File: src/rtl/data_req_ctrl.sv
// rtl/data_req_ctrl.sv - memory-stage data bus request controller
//
// Purpose: turns a memory-stage load/store into one data-bus transaction,
// stalls the pipeline while the access is in flight, holds load data for
// write-back, and drains transactions orphaned by a pipeline flush.
//
// Ports:
//   cpu_clk, cpu_rst_n            clock, asynchronous active-low reset
//   mem_req_i, mem_wr_i           access request, 1 = store
//   mem_size_i                    00 byte, 01 half, 10 word
//   mem_addr_i, mem_wdata_i       virtual address, store data
//   mem_advance_i, flush_i        memory stage advances / is flushed
//   data_req, data_wr, data_size  bus command
//   data_addr, data_wdata         bus command address / write data
//   data_addr_ok, data_data_ok    bus command accepted / data returned
//   data_rdata                    bus read data
//   stallreq_mem                  pipeline freeze request
//   dm_o                          load result for write-back
module data_req_ctrl #(
    parameter logic [31:0] ADDR_MASK = 32'h1FFF_FFFF
) (
    input  logic        cpu_clk,
    input  logic        cpu_rst_n,
    input  logic        mem_req_i,
    input  logic        mem_wr_i,
    input  logic [1:0]  mem_size_i,
    input  logic [31:0] mem_addr_i,
    input  logic [31:0] mem_wdata_i,
    input  logic        mem_advance_i,
    input  logic        flush_i,
    output logic        data_req,
    output logic        data_wr,
    output logic [1:0]  data_size,
    output logic [31:0] data_addr,
    output logic [31:0] data_wdata,
    input  logic        data_addr_ok,
    input  logic        data_data_ok,
    input  logic [31:0] data_rdata,
    output logic        stallreq_mem,
    output logic [31:0] dm_o
);

    typedef enum logic [2:0] {
        S_IDLE,
        S_REQ,
        S_WAIT,
        S_DONE,
        S_DISCARD
    } state_e;

    state_e      state_q, state_d;
    logic        wr_q, wr_d;
    logic [1:0]  size_q, size_d;
    logic [31:0] addr_q, addr_d;
    logic [31:0] wdata_q, wdata_d;
    logic [31:0] dm_q, dm_d;
    // Remembers a flush seen while the command is still waiting for
    // acceptance; the command must stay on the bus until accepted.
    logic        flushed_q, flushed_d;
    logic        kill;

    always_ff @(posedge cpu_clk or negedge cpu_rst_n) begin
        if (!cpu_rst_n) begin
            state_q   <= S_IDLE;
            wr_q      <= 1'b0;
            size_q    <= 2'b00;
            addr_q    <= 32'h0;
            wdata_q   <= 32'h0;
            dm_q      <= 32'h0;
            flushed_q <= 1'b0;
        end else begin
            state_q   <= state_d;
            wr_q      <= wr_d;
            size_q    <= size_d;
            addr_q    <= addr_d;
            wdata_q   <= wdata_d;
            dm_q      <= dm_d;
            flushed_q <= flushed_d;
        end
    end

    always_comb begin
        state_d      = state_q;
        wr_d         = wr_q;
        size_d       = size_q;
        addr_d       = addr_q;
        wdata_d      = wdata_q;
        dm_d         = dm_q;
        flushed_d    = 1'b0;
        kill         = flush_i | flushed_q;
        data_req     = 1'b0;
        data_wr      = wr_q;
        data_size    = size_q;
        data_addr    = addr_q;
        data_wdata   = wdata_q;
        stallreq_mem = 1'b0;

        case (state_q)
            S_IDLE: begin
                // Reset gating keeps the combinational command path quiet
                // while cpu_rst_n is low.
                if (mem_req_i && !flush_i && cpu_rst_n) begin
                    data_req     = 1'b1;
                    stallreq_mem = 1'b1;
                    data_wr      = mem_wr_i;
                    data_size    = mem_size_i;
                    data_addr    = mem_addr_i & ADDR_MASK;
                    data_wdata   = mem_wdata_i;
                    wr_d         = mem_wr_i;
                    size_d       = mem_size_i;
                    addr_d       = mem_addr_i & ADDR_MASK;
                    wdata_d      = mem_wdata_i;
                    if (data_addr_ok) begin
                        if (data_data_ok) begin
                            state_d = S_DONE;
                            if (!mem_wr_i) begin
                                dm_d = data_rdata;
                            end
                        end else begin
                            state_d = S_WAIT;
                        end
                    end else begin
                        state_d = S_REQ;
                    end
                end
            end
            S_REQ: begin
                data_req     = 1'b1;
                stallreq_mem = 1'b1;
                if (data_addr_ok) begin
                    if (data_data_ok) begin
                        if (kill) begin
                            state_d = S_IDLE;
                        end else begin
                            state_d = S_DONE;
                            if (!wr_q) begin
                                dm_d = data_rdata;
                            end
                        end
                    end else begin
                        state_d = kill ? S_DISCARD : S_WAIT;
                    end
                end else begin
                    flushed_d = kill;
                end
            end
            S_WAIT: begin
                stallreq_mem = 1'b1;
                if (flush_i) begin
                    state_d = data_data_ok ? S_IDLE : S_DISCARD;
                end else if (data_data_ok) begin
                    state_d = S_DONE;
                    if (!wr_q) begin
                        dm_d = data_rdata;
                    end
                end
            end
            S_DONE: begin
                // No request here: the finished instruction is still in the
                // memory stage and must not issue a second time.
                if (flush_i || mem_advance_i) begin
                    state_d = S_IDLE;
                end
            end
            S_DISCARD: begin
                stallreq_mem = mem_req_i;
                if (data_data_ok) begin
                    state_d = S_IDLE;
                end
            end
            default: begin
                state_d = S_IDLE;
            end
        endcase
    end

    assign dm_o = dm_q;

endmodule
File: config.mk
export PLATFORM = sky130hd
export DESIGN_NAME = data_req_ctrl
export DESIGN_NICKNAME = d
export VERILOG_FILES = /design/src/rtl/data_req_ctrl.sv
export SDC_FILE = /design/constraint.sdc
export NUM_CORES = 1
export LEC_CHECK = 0
export ABC_AREA = 1
export CORE_UTILIZATION = 37
export DETAILED_ROUTE_END_ITERATION = 6
export PLACE_DENSITY_LB_ADDON = 0.25
export SYNTH_ARGS = -nofsm -noshare
export SYNTH_HDL_FRONTEND = slang
export SYNTH_SLANG_ARGS = --single-unit
File: constraint.sdc
create_clock -name cpu_clk -period 1.5 [get_ports cpu_clk]
set_clock_uncertainty 0.05 [all_clocks]
set_input_delay 0.225 -clock cpu_clk [delete_from_list [all_inputs] [get_ports cpu_clk]]
set_output_delay 0.225 -clock cpu_clk [all_outputs]
set_load 0.05 [all_outputs]
==> flow_metrics.env, run 1 <==
export IMPL_instances_no_fill=900
export IMPL_netlist_area_mm2=0.00422
export IMPL_grt_use_total=0.239
export IMPL_antenna_found_initial=0
export IMPL_syn_inst=488
export IMPL_grt_pass1_wl_mm=21.4
export IMPL_reg2reg_from="state_q[2]"
export IMPL_busiest_layer="met2"
export IMPL_die_w_um=109
export IMPL_hold_path_class="input port to asynchronous set/reset pin"
export IMPL_dpl_hpwl_mm=9.99
export IMPL_cts_tree="yes"
export IMPL_use_met1=0.291
export IMPL_criticalPathCategory="flip-flop to primary output"
export IMPL_num_rows=38
export IMPL_gr_usage_met3=0.0502
export IMPL_postLayoutSetupSlackWorst_ps=-711
export IMPL_coreArea_mm2=0.0110
export IMPL_start_util=0.384
export IMPL_drive_gt1_frac=0.478
export IMPL_placed_cell_area_mm2=0.00810
export IMPL_vias=4314
export IMPL_cp_slowest_cell="dfrtp_1"
export IMPL_synth_seq_cells=103
export IMPL_yosysUniqueCellTypes=19
export IMPL_fin_setup_tns_ps=-55460
export IMPL_rsz0062_at_grt="true"
export IMPL_ant_nets=0
export IMPL_status="complete, but fails checks"
export IMPL_clk_pin_slew_ps=70
export IMPL_syn_to_final_growth_pct=115
export IMPL_gp_congestion=0.918
export IMPL_failed_checks="setup timing"
export IMPL_crit_chain="inv_2 -> nand2_4 -> nor2_4 -> inv_2 -> nor2_4 -> buf_12 -> inv_16 -> buf_12 -> o211ai_1 -> clkbuf_16"
export IMPL_synth_largest_area_cell="dfrtp_1"
export IMPL_wire_per_inst_um=16.3
export IMPL_ioPinCount=207
export IMPL_cts_hold_buffers=0
export IMPL_viasPerCell=4.79
export IMPL_synthFlopType="dfrtp_1"
export IMPL_postSynthAreaPerCell_um2=8.65
export IMPL_slew_headroom=0.492
export IMPL_finalSetupViolCount=168
export IMPL_crit_required_ps=1220
export IMPL_cp_buffers_inverters=6
export IMPL_totalWireLength_mm=14.7
export IMPL_vdd_drop_max_uv=1690
export IMPL_cts_buffers=9
export IMPL_regToRegSetupSlack_ps=-230
export IMPL_r2r_end="dm_o[18]"
export IMPL_grt_remaining_overflow=0
export IMPL_drc=0
export IMPL_grt_max_degree=60
export IMPL_cts_sinks=103
export IMPL_clockBufferDepth=2
export IMPL_drtPass1Iterations=4
export IMPL_syn_nets=594
export IMPL_p_leak_nw=4.21
export IMPL_yosysWarnings=0
export IMPL_fin_crit_sh=1.47
export IMPL_yosysMostFrequentCell="nand2_1"
export IMPL_port_buffers=203
export IMPL_final_max_slew_viol_count=0
export IMPL_end_kind="primary output"
export IMPL_synthTopCellsByCount="nand2_1, dfrtp_1, nand3_1"
export IMPL_fmax_ghz=0.452
export IMPL_worst_r2r_path_depth=11
export IMPL_nets=861
export IMPL_hold_viol_final=0
export IMPL_fill_cells=552
export IMPL_critPathMaxStageDelay_ps=390
export IMPL_synth_edf_count=0
export IMPL_drt_iter0_markers=210
export IMPL_worst_slew_pin_slew_ps=762
export IMPL_synth_area_leaders="dfrtp_1, nand2_1, nand3_1"
export IMPL_die_area_mm2=0.0118
export IMPL_die_h_um=109
export IMPL_root_buffer="clkbuf_16"
export IMPL_dp_cells=873
export IMPL_use_met2=0.401
export IMPL_async_flop_share=1.00
export IMPL_cp_max_fo=10
export IMPL_worstPathArrival_ps=1940
export IMPL_n_antenna_cell=0
export IMPL_insertion_delay_ps=340
export IMPL_synth_top_area_frac=0.610
export IMPL_period_needed_ps=2210
export IMPL_seq_area_frac_synth=0.610
export IMPL_hold_worst_slack_ps=82.1
export IMPL_cts_htree_levels=3
export IMPL_grt_pass1_vias=4348
export IMPL_powerDensity_mw_per_mm2=2650
export IMPL_start_kind="flip-flop"
export IMPL_maxCapViolCount=0
export IMPL_critical_path_top_delay_family="buffers and inverters"
export IMPL_fin_area_mm2=0.00908
==> worst register-to-register path: stages (launching register included) <==
cell	delay [ps]
dfrtp_1	390
inv_2	80
buf_4	110
buf_6	110
nand2_2	90
inv_2	90
nand3_2	100
nor2_4	190
nand2_4	110
buf_12	170
nand2_1	70
nand2_1	60
==> power by group <==
group          total, mW  internal [mW]  leakage (nW)  switching (mW)
Clock               2.34           1.34         0.140            1.00
Combinational       16.4           7.10          2.78            9.34
Sequential          5.31           4.10          1.29            1.20
Total               24.1           12.5          4.21            11.5
==> how the worst max path moves through the flow <==
stage / startpoint / to / slack, ps / cells past startpoint
after global placement: flush_i / data_addr[7] / -560 / 10
after floorplan: state_q[0] / stallreq_mem / -320 / 9
after detailed placement: mem_req_i / data_addr[6] / -650 / 8
final: state_q[2] / stallreq_mem / -710 / 10
after CTS: state_q[0] / stallreq_mem / -710 / 10
after global routing: state_q[2] / data_size[1] / -820 / 11
==> kinds of logic after synthesis <==
| group | after synthesis | synth area share |
|---|---|---|
| AND/OR/NAND/NOR | 344 | 0.327 |
| buffers and inverters | 37 | 0.0572 |
| AO/OA/AOI/OAI | 4 | 0.00533 |
| flip-flops | 103 | 0.610 |
==> flip-flops by register name (all words and copies together) (netlist names) <==
name	count
dm_o	32
state_q	3
wr_q	1
wdata_q	32
addr_q	32
size_q	2
flushed_q	1
==> stage by stage <==
step / utilization / setup slack [ps] / power (mW)
6_report: 0.827 / -711 / 24.1
5_1_grt: 0.827 / -819 / 25.1
3_5_place_dp: 0.738 / -653 / 20.1
2_1_floorplan: - / -316 / 14.7
4_1_cts: 0.799 / -707 / 23.3
3_3_place_gp: 0.738 / -562 / 19.8
==> placed cells by master, fill, tap and decap left out <==
cell	count
a21oi_1	1
buf_12	40
buf_16	1
buf_4	62
buf_6	59
buf_8	15
bufinv_16	1
clkbuf_1	3
clkbuf_16	11
clkbuf_8	1
clkdlybuf4s50_1	101
clkinv_2	1
clkinvlp_4	1
dfrtp_1	103
inv_1	7
inv_16	1
inv_2	5
nand2_1	124
nand2_2	51
nand2_4	61
nand2_8	42
nand3_1	44
nand3_2	1
nand3_4	1
nand3b_1	1
nand4_1	2
nor2_1	8
nor2_2	3
nor2_4	5
nor3_1	1
o211ai_1	1
o21ai_0	1
o21ai_4	1
==> final cells by class <==
cell class | instances | area (um2) | share of cell area
Clock buffer | 13 | 250 | 0.0276
Clock inverter | 3 | 42.5 | 0.00469
Inverter | 13 | 65.1 | 0.00717
Multi-Input combinational cell | 348 | 2720 | 0.300
Sequential cell | 103 | 2580 | 0.284
Tap cell | 140 | 175 | 0.0193
Timing Repair Buffer | 280 | 3240 | 0.357
==> layer usage <==
layer  share of wire  wire length, um  vias to the layer above
met2            0.52             7650                      159
met1            0.39             5720                     2074
met5               0                0                        -
met3           0.057              836                       35
met4           0.032              465                        0
li1                -                -                     2046
==> repair_timing <==
item,4_1_cts,5_1_grt
hold endpoints to repair,0,0
buffers inserted,5,3
resized for setup,92,66
pin swaps,6,7
cloned,1,2
endpoints found under the setup margin,169,171
No activity file was read; power rests on OpenSTA's default activity.
==> run 2: changes to the inputs <==
Settings changed: CORE_UTILIZATION 37 to 56, DONT_BUFFER_PORTS set to 1.
==> run 2 against run 1 <==
The flow now stops in 5_1_grt. Synthesized cell count is the same. Area after synthesis is the same.
==> flow_metrics.env, run 2 <==
export IMPL_die_w_um=88.8
export IMPL_syn_inst=488
export IMPL_synth_largest_area_cell="dfrtp_1"
export IMPL_crit_endpoint="stallreq_mem"
export IMPL_synth_top_family_by_area="simple AND/OR/NAND/NOR gates"
export IMPL_synth_area_leaders="dfrtp_1, nand2_1, nand3_1"
export IMPL_postSynthAreaPerCell_um2=8.65
export IMPL_cts_sinks=103
export IMPL_die_h_um=88.8
export IMPL_stop_stage="5_1_grt"
export IMPL_ioPinCount=207
export IMPL_netlist_area_mm2=0.00422
export IMPL_synthFlopType="dfrtp_1"
export IMPL_yosys_area_share_simple=0.327
export IMPL_start_util=0.582
export IMPL_yosysWarnings=0
export IMPL_port_buffers=0
export IMPL_synth_compound_area_frac=0.00533
export IMPL_async_flop_share=1.00
export IMPL_synthAdderAreaFrac=0
export IMPL_yosysMostFrequentCell="nand2_1"
export IMPL_num_rows=31
export IMPL_synth_xor_area_frac=0
export IMPL_clockBufferDepth=2
export IMPL_endpoint_type="top-level output"
export IMPL_syn_nets=594
export IMPL_yosysUniqueCellTypes=19
export IMPL_cts_buffers=9
export IMPL_tool_error="[ERROR DPL-0038] Utilization greater than 100%, impossible to legalize"
export IMPL_synthTopCellsByCount="nand2_1, dfrtp_1, nand3_1"
export IMPL_root_buffer="clkbuf_8"
export IMPL_status="stopped before the end"
export IMPL_synth_top_area_frac=0.610
export IMPL_synth_seq_cells=103
export IMPL_grt_max_degree=105
export IMPL_synth_edf_count=0
export IMPL_gp_congestion=1.02
export IMPL_dpl_hpwl_mm=7.77
export IMPL_seq_area_frac_synth=0.610
export IMPL_cts_htree_levels=3
export IMPL_synthMuxAreaShare=0
-- run 2: stage by stage --
step	utilization	instance area (um2)	cells	hold WS [ps]	setup WS [ps]
2_1_floorplan	-	5400	488	-121	-316
3_3_place_gp	0.769	5580	593	-119	-194
3_5_place_dp	0.769	5580	593	-118	-265
4_1_cts	0.963	6980	657	-511	-551
-- run 2: logic make-up after synthesis --
kind of cell / Yosys count
simple gates: 344
buf+inv: 37
flops: 103
compound gates: 4
-- run 2: timing repair --
action                                  4_1_cts
pin swaps                                    21
setup buffers                                10
hold buffers                                 33
cloned                                        5
endpoints found under the setup margin      167
gates resized for setup                     143
hold endpoints to repair                    136
==> run 3: changes to the inputs <==
Settings changed: CORE_UTILIZATION 56 to 40, PLACE_DENSITY_LB_ADDON 0.25 to 0.15.
Clock period 1.5 ns to 1.95 ns, I/O delays scaled along.
==> run 3 against run 2 <==
The flow now finishes, with violations (hold timing, setup timing).
==> flow_metrics.env, run 3 (synthesis gave the netlist of run 1 again) <==
export IMPL_vias=3433
export IMPL_gp_congestion=0.869
export IMPL_hold_viol_final=103
export IMPL_coreArea_mm2=0.0103
export IMPL_hold_worst_slack_ps=-441
export IMPL_worst_r2r_path_depth=9
export IMPL_grt_max_degree=105
export IMPL_port_buffers=0
export IMPL_slew_headroom=0.658
export IMPL_drc=0
export IMPL_period_needed_ps=2190
export IMPL_die_h_um=105
export IMPL_grt_use_total=0.203
export IMPL_die_w_um=105
export IMPL_cp_max_fo=37
export IMPL_totalWireLength_mm=11.0
export IMPL_ioPinCount=207
export IMPL_grt_remaining_overflow=0
export IMPL_rsz0062_at_grt="true"
export IMPL_viasPerCell=4.95
export IMPL_cts_tree="yes"
export IMPL_placed_cell_area_mm2=0.00509
export IMPL_antenna_found_initial=0
export IMPL_n_antenna_cell=0
export IMPL_final_common_cell="nand2_1"
export IMPL_criticalPathCategory="flip-flop to primary output"
export IMPL_finalSetupViolCount=66
export IMPL_final_max_slew_viol_count=0
export IMPL_insertion_delay_ps=360
export IMPL_failed_checks="hold timing, setup timing"
export IMPL_drive_gt1_frac=0.325
export IMPL_dp_cells=654
export IMPL_nets=658
export IMPL_drt_iter0_markers=149
export IMPL_die_area_mm2=0.0110
export IMPL_num_rows=37
export IMPL_cts_hold_buffers=13
export IMPL_regToRegSetupSlack_ps=170
export IMPL_reg2reg_from="state_q[1]"
export IMPL_ant_nets=0
export IMPL_end_kind="primary output"
export IMPL_fin_area_mm2=0.00611
export IMPL_grt_pass1_wl_mm=17.5
export IMPL_dpl_hpwl_mm=7.01
export IMPL_cts_htree_levels=3
export IMPL_clk_pin_slew_ps=100
export IMPL_worstPathArrival_ps=1840
export IMPL_worst_slew_pin_slew_ps=513
export IMPL_crit_required_ps=1610
export IMPL_fin_crit_sh=1.12
export IMPL_final_cell_mix="nand2_1, dfrtp_1, nand3_1"
export IMPL_instances_no_fill=693
export IMPL_root_buffer="clkbuf_8"
export IMPL_hold_path_class="input port to asynchronous set/reset pin"
export IMPL_fill_cells=870
export IMPL_cts_sinks=103
export IMPL_syn_to_final_growth_pct=44.7
export IMPL_maxCapViolCount=0
export IMPL_fin_setup_tns_ps=-11700
export IMPL_postLayoutSetupSlackWorst_ps=-237
export IMPL_start_util=0.411
export IMPL_wire_per_inst_um=15.9
export IMPL_drtPass1Iterations=4
export IMPL_clockBufferDepth=2
export IMPL_r2r_end="dm_o[29]"
export IMPL_start_kind="flip-flop"
export IMPL_cts_buffers=9
export IMPL_status="complete, but fails checks"
export IMPL_grt_pass1_vias=3501
export IMPL_fmax_ghz=0.457
[run 3: critical path, cell delays in order, from the launching register on]
cell	delay [ps]
dfrtp_1	400
inv_2	90
nand2_4	60
nor2_4	90
inv_2	50
nor2_4	170
inv_2	90
buf_12	180
nand2_1	110
nand2_2	80
buf_12	150
[run 3: stage by stage]
step | util | setup slack (ps)
after detailed placement | 0.496 | 1.93
after global routing | 0.594 | -350
after CTS | 0.582 | -262
after floorplan | - | 39.6
final | 0.594 | -237
after global placement | 0.496 | 34.9
[run 3: layout make-up]
| cell class | count | area [um2] | area share |
|---|---|---|---|
| Clock buffer | 9 | 124 | 0.0203 |
| Clock inverter | 7 | 95.1 | 0.0156 |
| Inverter | 13 | 48.8 | 0.00799 |
| Multi-Input combinational cell | 348 | 1930 | 0.316 |
| Sequential cell | 103 | 2580 | 0.422 |
| Tap cell | 136 | 170 | 0.0279 |
| Timing Repair Buffer | 77 | 1160 | 0.191 |
[run 3: worst max-delay path by stage]
| stage | from | endpoint | slack, ps | cells after the start |
|---|---|---|---|---|
| floorplan | state_q[0] | stallreq_mem | 40 | 9 |
| global placement | state_q[2] | data_wdata[14] | 30 | 9 |
| detailed placement | state_q[2] | data_wdata[14] | 2 | 9 |
| CTS | state_q[2] | data_addr[18] | -260 | 10 |
| global route | state_q[0] | data_addr[21] | -350 | 10 |
| finish | state_q[2] | data_addr[24] | -240 | 10 |
[run 3: timing repair]
action | in CTS | in global routing
endpoints found under the setup margin | 69 | 69
pin swaps | 29 | 13
hold endpoints to repair | 116 | 103
gates cloned | 2 | 1
gates resized for setup | 115 | 21
setup buffers | 6 | 2
[run 3: per-layer routing]
layer	up-vias	part of all wire	routed length, um	global-route usage
li1	1631	-	-	-
met1	1647	0.40	4390	0.237
met2	143	0.50	5490	0.342
met3	12	0.089	981	0.0680
met4	0	0.016	182	0.0845
met5	-	0	0	0
Power of run 3 is not shown: default switching activity piles up to over one toggle a cycle in this logic, so the estimate is an artifact.
==> run 4: changes to the inputs <==
Clock period 1.95 ns to 2.3 ns, I/O delays scaled along.
==> run 4 against run 3 <==
The flow finishes with violations (hold timing). Critical path depth fell by 1. Hold slack improved by 58 ps. First-iteration DRC count rose by 25%. Count of clock-buffer cells in the layout rose by 1. Routed wire length fell by 2.0%. Via count fell by 2.3%. Cell count fell by 3.0%. Sequential cell count did not move. Highest routed layer unchanged.
==> flow_metrics.env, run 4 (synthesis gave the netlist of run 1 again) <==
export IMPL_status="complete, but fails checks"
export IMPL_failed_checks="hold timing"
export IMPL_nets=638
export IMPL_insertion_delay_ps=360
export IMPL_critPathMaxStageDelay_ps=410
export IMPL_ioPinCount=207
export IMPL_totalWireLength_mm=10.8
export IMPL_rsz0062_at_grt="true"
export IMPL_clockBufferDepth=2
export IMPL_cp_slowest_cell="dfrtp_1"
export IMPL_syn_to_final_growth_pct=34.8
export IMPL_dpl_hpwl_mm=6.81
export IMPL_crit_chain="inv_2 -> nand2_4 -> nor2_4 -> inv_2 -> nor2_4 -> inv_4 -> bufbuf_16 -> nand2_1 -> buf_6"
export IMPL_cts_sinks=103
export IMPL_vias=3353
export IMPL_hold_path_class="input port to asynchronous set/reset pin"
export IMPL_slew_headroom=0.592
export IMPL_hold_worst_slack_ps=-384
export IMPL_die_h_um=105
export IMPL_hold_viol_final=103
export IMPL_drc=0
export IMPL_antenna_found_initial=0
export IMPL_wire_per_inst_um=16.1
export IMPL_grt_max_degree=105
export IMPL_cp_buffers_inverters=5
export IMPL_die_area_mm2=0.0110
export IMPL_maxCapViolCount=0
export IMPL_criticalPathCategory="flip-flop to primary output"
export IMPL_cts_tree="yes"
export IMPL_period_needed_ps=2250
export IMPL_die_w_um=105
export IMPL_root_buffer="clkbuf_8"
export IMPL_start_util=0.411
export IMPL_final_max_slew_viol_count=0
export IMPL_num_rows=37
export IMPL_fmax_ghz=0.444
export IMPL_drive_gt1_frac=0.308
export IMPL_worst_slew_pin_slew_ps=610
export IMPL_grt_use_total=0.197
export IMPL_start_kind="flip-flop"
export IMPL_final_common_cell="nand2_1"
export IMPL_fin_crit_sh=0.979
export IMPL_gp_congestion=0.891
export IMPL_fill_cells=938
export IMPL_cts_hold_buffers=1
export IMPL_finalSetupViolCount=0
export IMPL_viasPerCell=4.99
export IMPL_crit_required_ps=1900
export IMPL_n_antenna_cell=0
export IMPL_cp_max_fo=22
export IMPL_grt_pass1_wl_mm=17.0
export IMPL_drtPass1Iterations=6
export IMPL_ant_nets=0
export IMPL_final_cell_mix="nand2_1, dfrtp_1, nand3_1, nand2_2, nand2_4"
export IMPL_grt_remaining_overflow=0
export IMPL_drt_iter0_markers=186
export IMPL_end_kind="primary output"
export IMPL_coreArea_mm2=0.0103
export IMPL_critical_path_top_delay_family="buffers and inverters"
export IMPL_post_route_util=0.554
export IMPL_cts_htree_levels=3
export IMPL_clk_pin_slew_ps=100
export IMPL_port_buffers=0
export IMPL_cts_buffers=9
export IMPL_grt_pass1_vias=3445
export IMPL_worstPathArrival_ps=1860
-- run 4: worst paths after layout --
| check | slack (ps) | from | to | depth (start not counted) |
|---|---|---|---|---|
| worst max register to register | 400 | state_q[0] | dm_o[1] | 8 |
| min in group cpu_clk | 70 | data_rdata[30] | dm_o[30] | 2 |
| max in group asynchronous | 2410 | cpu_rst_n | addr_q[27] | 0 |
| worst min register to register | 460 | addr_q[27] | addr_q[27] | 2 |
| worst max-delay path | 50 | state_q[2] | data_req | 9 |
| worst min-delay path | -380 | cpu_rst_n | wdata_q[9] | 0 |
-- run 4: metal layers --
layer	up-vias	track usage	wire length, um
li1	1588	-	-
met1	1583	0.222	4250
met2	167	0.350	5440
met3	15	0.0599	972
met4	0	0.0734	158
met5	-	0	0
-- run 4: per-stage QoR --
stage               hold slack (ps)  TNS [ps]  instance area (um2)  setup WS, ps  std cells
floorplan                    -0.591         0                 4220           293        488
global placement               1.91         0                 4800           196        640
detailed placement             2.15         0                 4800           159        640
CTS                            -403     -53.0                 5460         -30.5        663
global route                   -414     -1520                 5690         -67.3        672
finish                         -384         0                 5690          48.4        672
-- run 4: cell type report --
class	count	area (um2)	area share
clock inverter	5	58.8	0.0103
tap	136	170	0.0299
clock buffer	10	128	0.0224
sequential	103	2580	0.453
timing repair buffer	57	908	0.160
multi-input combinational	348	1800	0.316
inverter	13	51.3	0.00901
-- run 4: repair_timing --
action                     4_1_cts  5_1_grt
buffers inserted                 5        6
pin swaps                        3       33
hold endpoints to repair       104      103
setup endpoints to repair       69       69
gates cloned                     2        3
resized for setup              101       41
-- run 4: worst reg2reg max path, stage by stage (launching register included) --
cell and delay (ps):
dfrtp_1 400, buf_4 160, nor2_1 240, nand3_1 120, nand3_1 150, nor2_4 60
nand2_2 450, nand2_1 140, nand2_1 80
Power of run 4 is left out for the same reason.
